--- src/rtl/usb_aes_pkg.sv ---
// Shared types and constants for the USB payload to AES block path.
// Holds the block size, the padding-mode codes, the packer states and the pad byte helper.
package usb_aes_pkg;

    localparam int AES_BLOCK_BYTES = 16;
    localparam int PAD_ZERO        = 0;
    localparam int PAD_PKCS7       = 1;

    typedef enum logic [1:0] {
        FILL  = 2'd0,
        FULL  = 2'd1,
        EXTRA = 2'd2
    } packer_state_e;

    // PKCS#7 pads with the pad count itself; zero mode pads with 0x00.
    function automatic logic [7:0] pad_byte(input logic mode, input logic [7:0] count);
        return mode ? count : 8'h00;
    endfunction

endpackage

--- src/rtl/aes_block_packer.sv ---
// Packs a byte stream into BLOCK_BYTES-wide blocks for the AES core.
// Short final blocks are padded with zeros or PKCS#7, and a full final block can be followed by a PKCS#7 all-pad block.
module aes_block_packer
    import usb_aes_pkg::*;
#(
    parameter int BLOCK_BYTES = AES_BLOCK_BYTES,
    parameter int PAD_MODE    = PAD_PKCS7
) (
    input  logic                               clk,
    input  logic                               n_rst,
    input  logic                               in_valid,
    output logic                               in_ready,
    input  logic [7:0]                         in_data,
    input  logic                               in_last,
    output logic                               out_valid,
    input  logic                               out_ready,
    output logic [BLOCK_BYTES*8-1:0]           out_data,
    output logic                               out_last,
    output logic [$clog2(BLOCK_BYTES+1)-1:0]   out_pad_count
);

    localparam int IDX_W = $clog2(BLOCK_BYTES);
    localparam int PC_W  = $clog2(BLOCK_BYTES+1);
    localparam logic [IDX_W-1:0] LAST_IDX = IDX_W'(BLOCK_BYTES-1);

    packer_state_e              state_q, state_d;
    logic [IDX_W-1:0]           idx_q, idx_d;
    logic [BLOCK_BYTES*8-1:0]   data_q, data_d;
    logic                       last_q, last_d;
    logic [PC_W-1:0]            pad_q, pad_d;
    logic                       extra_q, extra_d;
    logic [7:0]                 pad_val;

    always_ff @(posedge clk or negedge n_rst) begin
        if (!n_rst) begin
            state_q <= FILL;
            idx_q   <= '0;
            data_q  <= '0;
            last_q  <= 1'b0;
            pad_q   <= '0;
            extra_q <= 1'b0;
        end else begin
            state_q <= state_d;
            idx_q   <= idx_d;
            data_q  <= data_d;
            last_q  <= last_d;
            pad_q   <= pad_d;
            extra_q <= extra_d;
        end
    end

    always_comb begin
        state_d = state_q;
        idx_d   = idx_q;
        data_d  = data_q;
        last_d  = last_q;
        pad_d   = pad_q;
        extra_d = extra_q;
        pad_val = pad_byte(PAD_MODE != 0, 8'(BLOCK_BYTES - 1 - int'(idx_q)));

        case (state_q)
            FILL: begin
                if (in_valid) begin
                    // Slot 0 sits at the MSB; a last byte also pads every later slot in the same cycle.
                    for (int i = 0; i < BLOCK_BYTES; i++) begin
                        if (i == int'(idx_q)) begin
                            data_d[(BLOCK_BYTES-1-i)*8 +: 8] = in_data;
                        end else if (in_last && (i > int'(idx_q))) begin
                            data_d[(BLOCK_BYTES-1-i)*8 +: 8] = pad_val;
                        end
                    end
                    if (idx_q == LAST_IDX) begin
                        state_d = FULL;
                        pad_d   = '0;
                        last_d  = in_last && (PAD_MODE == 0);
                        extra_d = in_last && (PAD_MODE != 0);
                    end else if (in_last) begin
                        state_d = FULL;
                        pad_d   = PC_W'(BLOCK_BYTES - 1 - int'(idx_q));
                        last_d  = 1'b1;
                    end else begin
                        idx_d = idx_q + 1'b1;
                    end
                end
            end
            FULL: begin
                if (out_ready) begin
                    if (extra_q) begin
                        state_d = EXTRA;
                        data_d  = {BLOCK_BYTES{8'(BLOCK_BYTES)}};
                        pad_d   = PC_W'(BLOCK_BYTES);
                        last_d  = 1'b1;
                        extra_d = 1'b0;
                    end else begin
                        state_d = FILL;
                        idx_d   = '0;
                        data_d  = '0;
                        last_d  = 1'b0;
                        pad_d   = '0;
                    end
                end
            end
            EXTRA: begin
                if (out_ready) begin
                    state_d = FILL;
                    idx_d   = '0;
                    data_d  = '0;
                    last_d  = 1'b0;
                    pad_d   = '0;
                end
            end
            default: begin
                state_d = FILL;
            end
        endcase
    end

    assign in_ready      = (state_q == FILL);
    assign out_valid     = (state_q != FILL);
    assign out_data      = data_q;
    assign out_last      = last_q;
    assign out_pad_count = pad_q;

endmodule
--- config.mk ---
export PLATFORM = sky130hd
export DESIGN_NAME = aes_block_packer
export DESIGN_NICKNAME = d
export VERILOG_FILES = /design/src/rtl/usb_aes_pkg.sv /design/src/rtl/aes_block_packer.sv
export SDC_FILE = /design/constraint.sdc
export NUM_CORES = 1
export LEC_CHECK = 0
export ABC_AREA = 1
export CAP_MARGIN = 5
export CORE_AREA = 2 2 88 174
export DETAILED_ROUTE_END_ITERATION = 6
export DIE_AREA = 0 0 90 176
export PLACE_DENSITY = 0.82
export SLEW_MARGIN = 25
export SYNTH_ARGS = -nofsm -noshare
export SYNTH_HDL_FRONTEND = slang
export SYNTH_SLANG_ARGS = --single-unit
--- constraint.sdc ---
create_clock -name clk -period 1.92 [get_ports clk]
set_input_delay 0.48 -clock clk [delete_from_list [all_inputs] [get_ports clk]]
set_output_delay 0.48 -clock clk [all_outputs]
set_load 0.05 [all_outputs]
==> results.cfg <==
[finish]
area_growth_syn_to_layout_pct = 38.0
layout-drive-gt1-share_pct = 26.6
nets = 1177
num_antenna_cells = 0
final_common_cell = nand2_1
layout_common_cells = 420 x nand2_1, 214 x buf_4, 140 x dfrtp_1, 85 x nand3_1, 62 x o21ai_0
fin_area_sq_um = 9740

[setup_path]
path_buf_inv = 3
cp_slowest_cell = dfrtp_1
crit_chain = inv_1 -> ha_4 -> buf_6 -> buf_12
worst_ep_required_time_ns = 1.44
start_kind = register
crit_path_max_incr_delay_ns = 0.38
crit_family = buffers and inverters
endpoint_kind = primary output
critPathKind = reg -> out
path_max_fanout = 8
cp.arrival_ns = 1.40

[timing]
rsz0062_at_grt = false
tightest_slew_ns = 0.525
min_period_over_period_pct = 97.8
hold_violations = 0
clock_skew_ns = 0.00960
maxSlewHeadroom_pct = 65.0
finalSetupViolCount = 0
fmax_mhz = 532
drv_slew = 0
fin_crit_ns = 1.88

[drt]
drt-total-wl_mm = 24.0
remaining_drc_errors = 0
wl_per_cell_um = 17.7
drt_iter0_markers = 453
ant_nets = 0
via_per_inst = 5.33
routed-via-count = 7248
dr.pass1.iters = 5

[global_route]
grt_pass1_wl_mm = 36.7
grt_pass1_vias = 7102
grt_max_degree = 63
grt.overflow.total = 0
grtUsageTotal_pct = 29.9
antenna_found_initial = 0

[clocking]
cts_post_setup_buffers_inserted = 0
clk_latency_ns = 0.43
cts_root_buf = clkbuf_16
cts_buffers = 17
cts_tree = done
cts_buffer_depth = 2
path_clk_slew_ns = 0.06
htreeDepth = 4
cts_sinks = 141

[yosys]
seq_area_frac_synth_pct = 50.0
synthFlopType = dfrtp_1
synth_top_family_by_area = simple AND/OR/NAND/NOR gates
synth_warnings = 0
ys_types = 29
async_flop_share_pct = 100
syn_area_sq_um = 7060
syn_nets = 949
ys_ff_latch = 141
syn_inst = 928
synth-compound-area-share_pct = 6.56
synth-edff-count = 0
avgSynthCellArea_sq_um = 7.60
synth_fa_ha_area_share_pct = 1.42
synthMuxAreaShare_pct = 0
yosys.area_share.xor_xnor_pct = 0
yosys.area_share.simple_pct = 36.0

[hold_path]
hp-class = reg -> reg

[flow_run]
max-cap-violations = 0

[placed_design]
port_buffers = 148
gp_congestion = 1.03
place_hpwl_mm = 17.5
placed_area_sq_um = 9030

[floorplan]
design.core.area_sq_um = 14400
io_pins = 149
chipWidth_um = 90
core.rowCount = 62
initial_core_util_pct = 48.9
dieArea_sq_um = 15800
die_y_um = 176

[status]
status = complete, no violations
-- path summary, 6_finish.rpt --
check | depth (start not counted) | slack [ns] | endpoint | from
setup / recovery | 4 | 0.04 | in_ready | state_q[1]$_DFFE_PN0P_
hold / removal | 2 | 0.47 | out_data[117]$_DFFE_PN0P_ | out_data[117]$_DFFE_PN0P_
setup reg to reg | 9 | 0.08 | out_data[87]$_DFFE_PN0P_ | state_q[0]$_DFFE_PN0P_
hold reg to reg | 2 | 0.47 | out_data[117]$_DFFE_PN0P_ | out_data[117]$_DFFE_PN0P_
max in group asynchronous | 3 | 0.76 | out_data[32]$_DFFE_PN0P_ | n_rst
min in group asynchronous | 2 | 0.52 | out_data[29]$_DFFE_PN0P_ | n_rst
-- timing repair --
| action | in CTS | in global routing |
|---|---|---|
| hold buffers | 1 | 0 |
| pin swaps | 0 | 1 |
| setup endpoints to repair | 1 | 127 |
| gates resized for setup | 2 | 18 |
| cloned | 0 | 3 |
| endpoints found under the hold margin | 30 | 0 |
-- through the flow --
stage	cells	setup WS, ns	utilization [%]	hold WS (ns)	setup TNS, ns
floorplan	928	0.0943	-	0.184	0
global placement	1325	-0.132	62.6	0.389	-5.82
detailed placement	1325	-0.135	62.6	0.390	-5.46
CTS	1358	0.0143	66.8	0.477	0
global route	1361	0.00119	67.5	0.496	0
finish	1361	0.0417	67.5	0.473	0
-- state kept, by name, indices dropped and copies added (netlist names) --
register and flops:
out_data 128, out_pad_count 5, idx_q 4, state_q 2
extra_q 1, out_last 1
-- synthesized netlist by cell type (8+ instances only) --
cell	n	area, sq um
ha_1	8	100
dfrtp_1	141	3530
o21ai_0	63	315
nand2_2	16	100
nor2_1	51	191
a21oi_1	17	85.1
inv_1	51	191
nand2_1	420	1580
nand3_1	87	435
buf_2	17	85.1
-- final cells by class --
class / count / area (sq um)
fillers: 1260 / 4690
flip-flops and latches: 141 / 3530
multi-input cells: 697 / 3150
repair buffers: 242 / 2020
clock buffers: 17 / 425
well taps: 192 / 240
inverters: 57 / 223
clock inverters: 15 / 154
-- kinds of logic after synthesis --
logic type / count (synthesis)
adders and majority gates: 8
buffers and inverters: 90
AOI/OAI and AO/OA: 88
DFF: 141
and+or+nand+nor: 601
-- per-layer routing --
| layer | share of wire (%) | track usage, % |
|---|---|---|
| met1 | 35 | 32.3 |
| met5 | 0 | 0 |
| met3 | 5.9 | 5.04 |
| met4 | 6.2 | 17.9 |
| met2 | 53 | 54.4 |
-- worst min-delay path: cells and delay by family, from the launching register on --
kind | cells | cell delay (ns)
DFF | 1 | 0.34
and+or+nand+nor | 2 | 0.11
Power is left out: the tool's default activity adds up to more than one toggle a clock period on the data nets, which glitch-free logic cannot reach.
==> variant 1: new RTL, same settings <==
Change the package constant `AES_BLOCK_BYTES` from 16 to 8.
--- a/src/rtl/usb_aes_pkg.sv
+++ b/src/rtl/usb_aes_pkg.sv
@@ -2,7 +2,7 @@
 // Holds the block size, the padding-mode codes, the packer states and the pad byte helper.
 package usb_aes_pkg;
 
-    localparam int AES_BLOCK_BYTES = 16;
+    localparam int AES_BLOCK_BYTES = 8;
     localparam int PAD_ZERO        = 0;
     localparam int PAD_PKCS7       = 1;
 
Ports: changed (resized out_data and out_pad_count); port bits go from 149 to 84. The function was not compared with the original's and may differ.
==> variant 1 against the original RTL <==
Worst setup slack gained 0.051 ns. Utilization shrank 30 points. Area after synthesis shrank 46%. Clock skew shrank 0.0054 ns. Count of clock-buffer cells in the layout shrank 7. Routed wire length shrank 48%. Non-clock buffer count shrank 114. Global-route usage shrank 14 points. Sequential cell count shrank 66. Cell area shrank 44%.
Power is not shown: default switching activity piles up to over one toggle a cycle in this logic, so the estimate is an artifact.
==> variant 1: results (changes against the original RTL) <==
result of the run: complete, no violations
worst clock skew: 0.004188 ns (-0.005413 ns)
PortBufs: 83 (-44%)
global-route wire length before repair: 19070 um (-48%)
clock buffers created by TritonCTS: 9 (-8)
DR WL/cell: 15.18 um (-14%)
worst path arrival time: 1.35 ns (-0.05 ns)
total number of vias: 3828 (-47%)
half-perimeter wire length of the detailed placement result: 9618 um (-45%)
share of final-layout standard cells stronger than drive strength 1: 24.28% (-2.3 points)
largest incremental delay on the critical path: 0.36 ns (-0.02 ns)
proportion of synthesized chip area in sequential cells: 49.16% (-0.84 points)
GRT Total Usage: 15.48% (-14 points)
largest fanout of any net on the critical path: 9 (+1)
mean number of vias per cell: 4.680 (-12%)
Placed Cells incl. Taps: 800 (-40%)
Max transition margin: 72.72% (+7.7 points)
number of flip-flops in the largest register: 64 (-50%)
starting DRC count in detailed routing: 348 (-23%)
Mapped Nets: 519 (-45%)
Filler Cell Count: 1522 (+21%)
total number of nets in the final design: 644 (-45%)
largest net degree at the start of global routing: 76 (+21%)
final estimated routing congestion in global placement: 1.016 (-1.3%)
share of async-settable or async-resettable flops after synthesis: 100.0% (unchanged)
Avg Inst Size Synth: 7.696 um^2 (+1.2%)
worst hold path class: in -> async
Initial DRT Pass Iterations: 5 (unchanged)
number of synthesis warnings: 0 (unchanged)
diode insertion count for antenna repair: 0 (unchanged)
number of flops mapped to enable cells by yosys: 0 (unchanged)
cell types with the largest area share after synthesis: sky130_fd_sc_hd__dfrtp_1 49%, sky130_fd_sc_hd__nand2_1 19%, sky130_fd_sc_hd__nand3_1 10%
clock latency on the worst-skew pair: 0.33 ns (-0.10 ns)
CTS H-tree lvls: 3 (-1)
variant 1: changes by cell type after synthesis, sizes merged, moves of 12 or more:
cell	before	now
dfrtp	141	75
a21oi	18	6
o21ai	67	22
inv	56	28
nor2	60	44
buf	28	14
nand2	436	207
variant 1: final cells by class:
cell class,instances,area (um^2),area share (%)
flip-flops and latches,75,1877,34.71
multi-input cells,377,1744,32.25
repair buffers,128,1082,20.01
well taps,192,240.2,4.442
clock buffers,10,239.0,4.419
clock inverters,6,112.6,2.082
inverters,30,112.6,2.082
variant 1: critical path, delay by kind of cell, from the launching register on:
family                     cells  cell delay [ns]
buffers and inverters          3             0.45
DFF                            1             0.36
adders and majority gates      1             0.19
variant 1: stage by stage:
step	area (um^2)	util [%]	worst slack [ns]	hold WS (ns)	TNS, ns
2_1_floorplan	3820	-	0.02882	0.1844	0
6_report	5408	37.48	0.09247	0.1486	0
4_1_cts	5356	37.12	0.04808	0.1793	0
5_1_grt	5408	37.48	0.01245	0.1936	0
3_3_place_gp	5005	34.69	-0.04140	0.4577	-0.9948
3_5_place_dp	5005	34.69	-0.07548	0.4602	-1.929
variant 1: logic make-up after synthesis:
kind of cell | count (synthesis) | share of synthesized area [%]
flops | 75 | 49.16
compound gates | 29 | 3.868
simple gates | 338 | 38.09
buf+inv | 44 | 5.605
fa+ha+maj | 10 | 3.278
variant 1: final timing paths:
kind | start | slack [ns] | cells past startpoint | to
min reg2reg | out_data[39]$_DFFE_PN0P_ | 0.47 | 2 | out_data[39]$_DFFE_PN0P_
max in group asynchronous | n_rst | 1.43 | 2 | out_pad_count[3]$_DFFE_PN0P_
min in group clk | out_data[39]$_DFFE_PN0P_ | 0.47 | 2 | out_data[39]$_DFFE_PN0P_
max | state_q[0]$_DFFE_PN0P_ | 0.09 | 4 | out_valid
max reg2reg | state_q[0]$_DFFE_PN0P_ | 0.14 | 9 | out_data[50]$_DFFE_PN0P_
min | n_rst | 0.15 | 2 | out_data[33]$_DFFE_PN0P_
variant 1: what timing repair did:
action | 4_1_cts | 5_1_grt
hold buffers | 0 | 0
resized for setup | 0 | 3
endpoints found under the hold margin | 0 | 0
buffers inserted | 0 | 1
endpoints found under the setup margin | 0 | 10
variant 1: layer usage:
metal  vias up  share of wire, %  global-route usage, %
met5         -                 0                      0
met4         0               7.4                  12.69
met3        54               4.1                  2.561
met2       142                55                  28.98
met1      1798                34                  14.49
li1       1834                 -                      -
==> variant 2: new RTL, same settings <==
Without the edit above. Re-encode `packer_state_e` (3 states) as one-hot, 3 bits wide.
--- a/src/rtl/usb_aes_pkg.sv
+++ b/src/rtl/usb_aes_pkg.sv
@@ -6,10 +6,10 @@
     localparam int PAD_ZERO        = 0;
     localparam int PAD_PKCS7       = 1;
 
-    typedef enum logic [1:0] {
-        FILL  = 2'd0,
-        FULL  = 2'd1,
-        EXTRA = 2'd2
+    typedef enum logic [2:0] {
+        FILL  = 3'b001,
+        FULL  = 3'b010,
+        EXTRA = 3'b100
     } packer_state_e;
 
     // PKCS#7 pads with the pad count itself; zero mode pads with 0x00.
Check against the original RTL: no difference found for any inputs over 4 cycles, from zero or initial values and one cycle with n_rst low; so few cycles prove little.
==> variant 2 against the original RTL <==
Count of clock-buffer cells in the layout grew 1. Area after synthesis grew 3.9%. Worst hold slack lost 0.0012 ns. Synthesized cell count grew 4.8%. Global-route usage grew 1.2 points. Worst setup slack lost 0.022 ns. Non-clock buffer count grew 17. Routed wire length grew 3.4%. Sequential cell count grew 1. Via count grew 7.0%. Cell area grew 5.2%.
Power is not shown: default switching activity piles up to over one toggle a cycle in this logic, so the estimate is an artifact.
==> variant 2: results (changes against the original RTL) <==
cell chosen for the clock root: sky130_fd_sc_hd__clkbuf_16
worst hold path class: reg -> reg
final estimated routing congestion in global placement: 1.050 (+2.0%)
most frequent cells after synthesis: 379 x sky130_fd_sc_hd__nand2_1, 171 x sky130_fd_sc_hd__nand3_1, 141 x sky130_fd_sc_hd__dfrtp_1
multi-input combinational area share: 33.55% (+1.3 points)
clock buffers created by TritonCTS: 17 (unchanged)
largest incremental delay on the critical path: 0.57 ns (+0.19 ns)
Filler Cell Count: 1174 (-6.8%)
Initial DRT Pass Iterations: 5 (unchanged)
PortBufs: 148 (unchanged)
number of clock buffer instances in the layout: 18 (+1)
global-route wire length before repair: 39120 um (+6.6%)
total length of routed wires: 24860 um (+3.4%)
vias in the first global route: 7936 (+12%)
Slew @ Worst Pin: 0.4333 ns (-0.09134 ns)
number of sequential cells: 142 (+0.71%)
Non-clock buffering overhead: 21.51% (+0.75 points)
slowest CP cell: sky130_fd_sc_hd__dfstp_2
share of final-layout standard cells stronger than drive strength 1: 26.97% (+0.37 points)
clock latency on the worst-skew pair: 0.42 ns
number of synthesis warnings: 0 (unchanged)
diode insertion count for antenna repair: 0 (unchanged)
result of the run: complete, no violations
CTS H-tree lvls: 4 (unchanged)
Setup WS pre-CTS: -0.2074 ns (-0.07208 ns)
proportion of synthesized chip area in sequential cells: 48.46% (-1.5 points)
Logic inverters: 39 (-32%)
number of buffers on the longest clock path: 2 (unchanged)
number of flops mapped to enable cells by yosys: 0 (unchanged)
total number of vias: 7754 (+7.0%)
total number of nets in the final design: 1220 (+3.7%)
antenna violations before repair: 0 (unchanged)
clock slew at reported path FFs: 0.06 ns (about the same)
mux share of post-synthesis cell area: 0% (unchanged)
share of async-settable or async-resettable flops after synthesis: 100.0% (unchanged)
starting DRC count in detailed routing: 667 (+47%)
half-perimeter wire length of the detailed placement result: 17150 um (-2.2%)
number of flip-flops in the largest register: 128 (unchanged)
area share of xor/xnor cells in the synthesized design: 0.1194% (+0.12 points)
Non-Clock Buffer Count: 259 (+7.0%)
gate family responsible for the most delay along the worst path: flip-flops
distinct cell type count of the synthesized netlist: 24 (-17%)
synthesized-area fraction occupied by ao, oa, aoi and oai cells: 4.043% (-2.5 points)
largest net degree at the start of global routing: 61 (-3.2%)
GRT Total Usage: 31.15% (+1.2 points)
worst clock skew: 0.009982 ns (+0.0003811 ns)
worst path arrival time: 1.42 ns (+0.02 ns)
multi-input combinational cell count: 744 (+6.7%)
Clock-cell share: 6.414% (+0.47 points)
cell types with the largest area share after synthesis: sky130_fd_sc_hd__dfrtp_1 48%, sky130_fd_sc_hd__nand2_1 19%, sky130_fd_sc_hd__nand3_1 12%
largest fanout of any net on the critical path: 3 (-5)
share of synthesized cell area in full adder, half adder and majority cells: 0.6824% (-0.74 points)
Mapped Nets: 990 (+4.3%)
fraction of area in registers: 34.75% (-1.5 points)
-- variant 2: timing repair --
item                                    4_1_cts  5_1_grt
buffers inserted                              3        4
hold buffers                                  1        0
cloned                                        0        1
resized for setup                             4       22
pin swaps                                     1        0
endpoints found under the setup margin       24      136
endpoints found under the hold margin        33        0
-- variant 2: path summary, 6_finish.rpt --
check / start / endpoint / slack, ns / depth (start not counted)
min: out_data[101]$_DFFE_PN0P_ / out_data[101]$_DFFE_PN0P_ / 0.47 / 2
min in group asynchronous: n_rst / out_data[124]$_DFFE_PN0P_ / 0.53 / 2
min reg2reg: out_data[101]$_DFFE_PN0P_ / out_data[101]$_DFFE_PN0P_ / 0.47 / 2
max: state_q[0]$_DFFE_PN1P_ / in_ready / 0.02 / 4
max in group asynchronous: n_rst / out_data[10]$_DFFE_PN0P_ / 0.77 / 3
max reg2reg: state_q[0]$_DFFE_PN1P_ / out_data[70]$_DFFE_PN0P_ / 0.07 / 10
-- variant 2: per-stage QoR --
step / area [um^2] / hold slack [ns] / std cells / TNS (ns)
after floorplan: 7335 / 0.1844 / 973 / 0
after global placement: 9398 / 0.4016 / 1367 / -10.85
after detailed placement: 9398 / 0.4050 / 1367 / -14.87
after CTS: 10100 / 0.4736 / 1403 / -0.005115
after global routing: 10240 / 0.4983 / 1408 / -0.07472
final: 10240 / 0.4721 / 1408 / 0
-- variant 2: cell families (layout without fill, tap and decap cells) --
family                     after synthesis  after routing
AOI/OAI and AO/OA                       58             58
xor gates and xnor gates                 1              1
adders and majority gates                4              4
buffers and inverters                   87            330
DFF                                    142            142
and+or+nand+nor                        681            681
-- variant 2: metal layers --
layer	up-vias	wire length [um]	global-route usage [%]
li1	3597	-	-
met1	3646	8660	33.54
met2	408	13240	57.14
met3	103	1500	4.481
met4	0	1452	18.85
met5	-	0	0
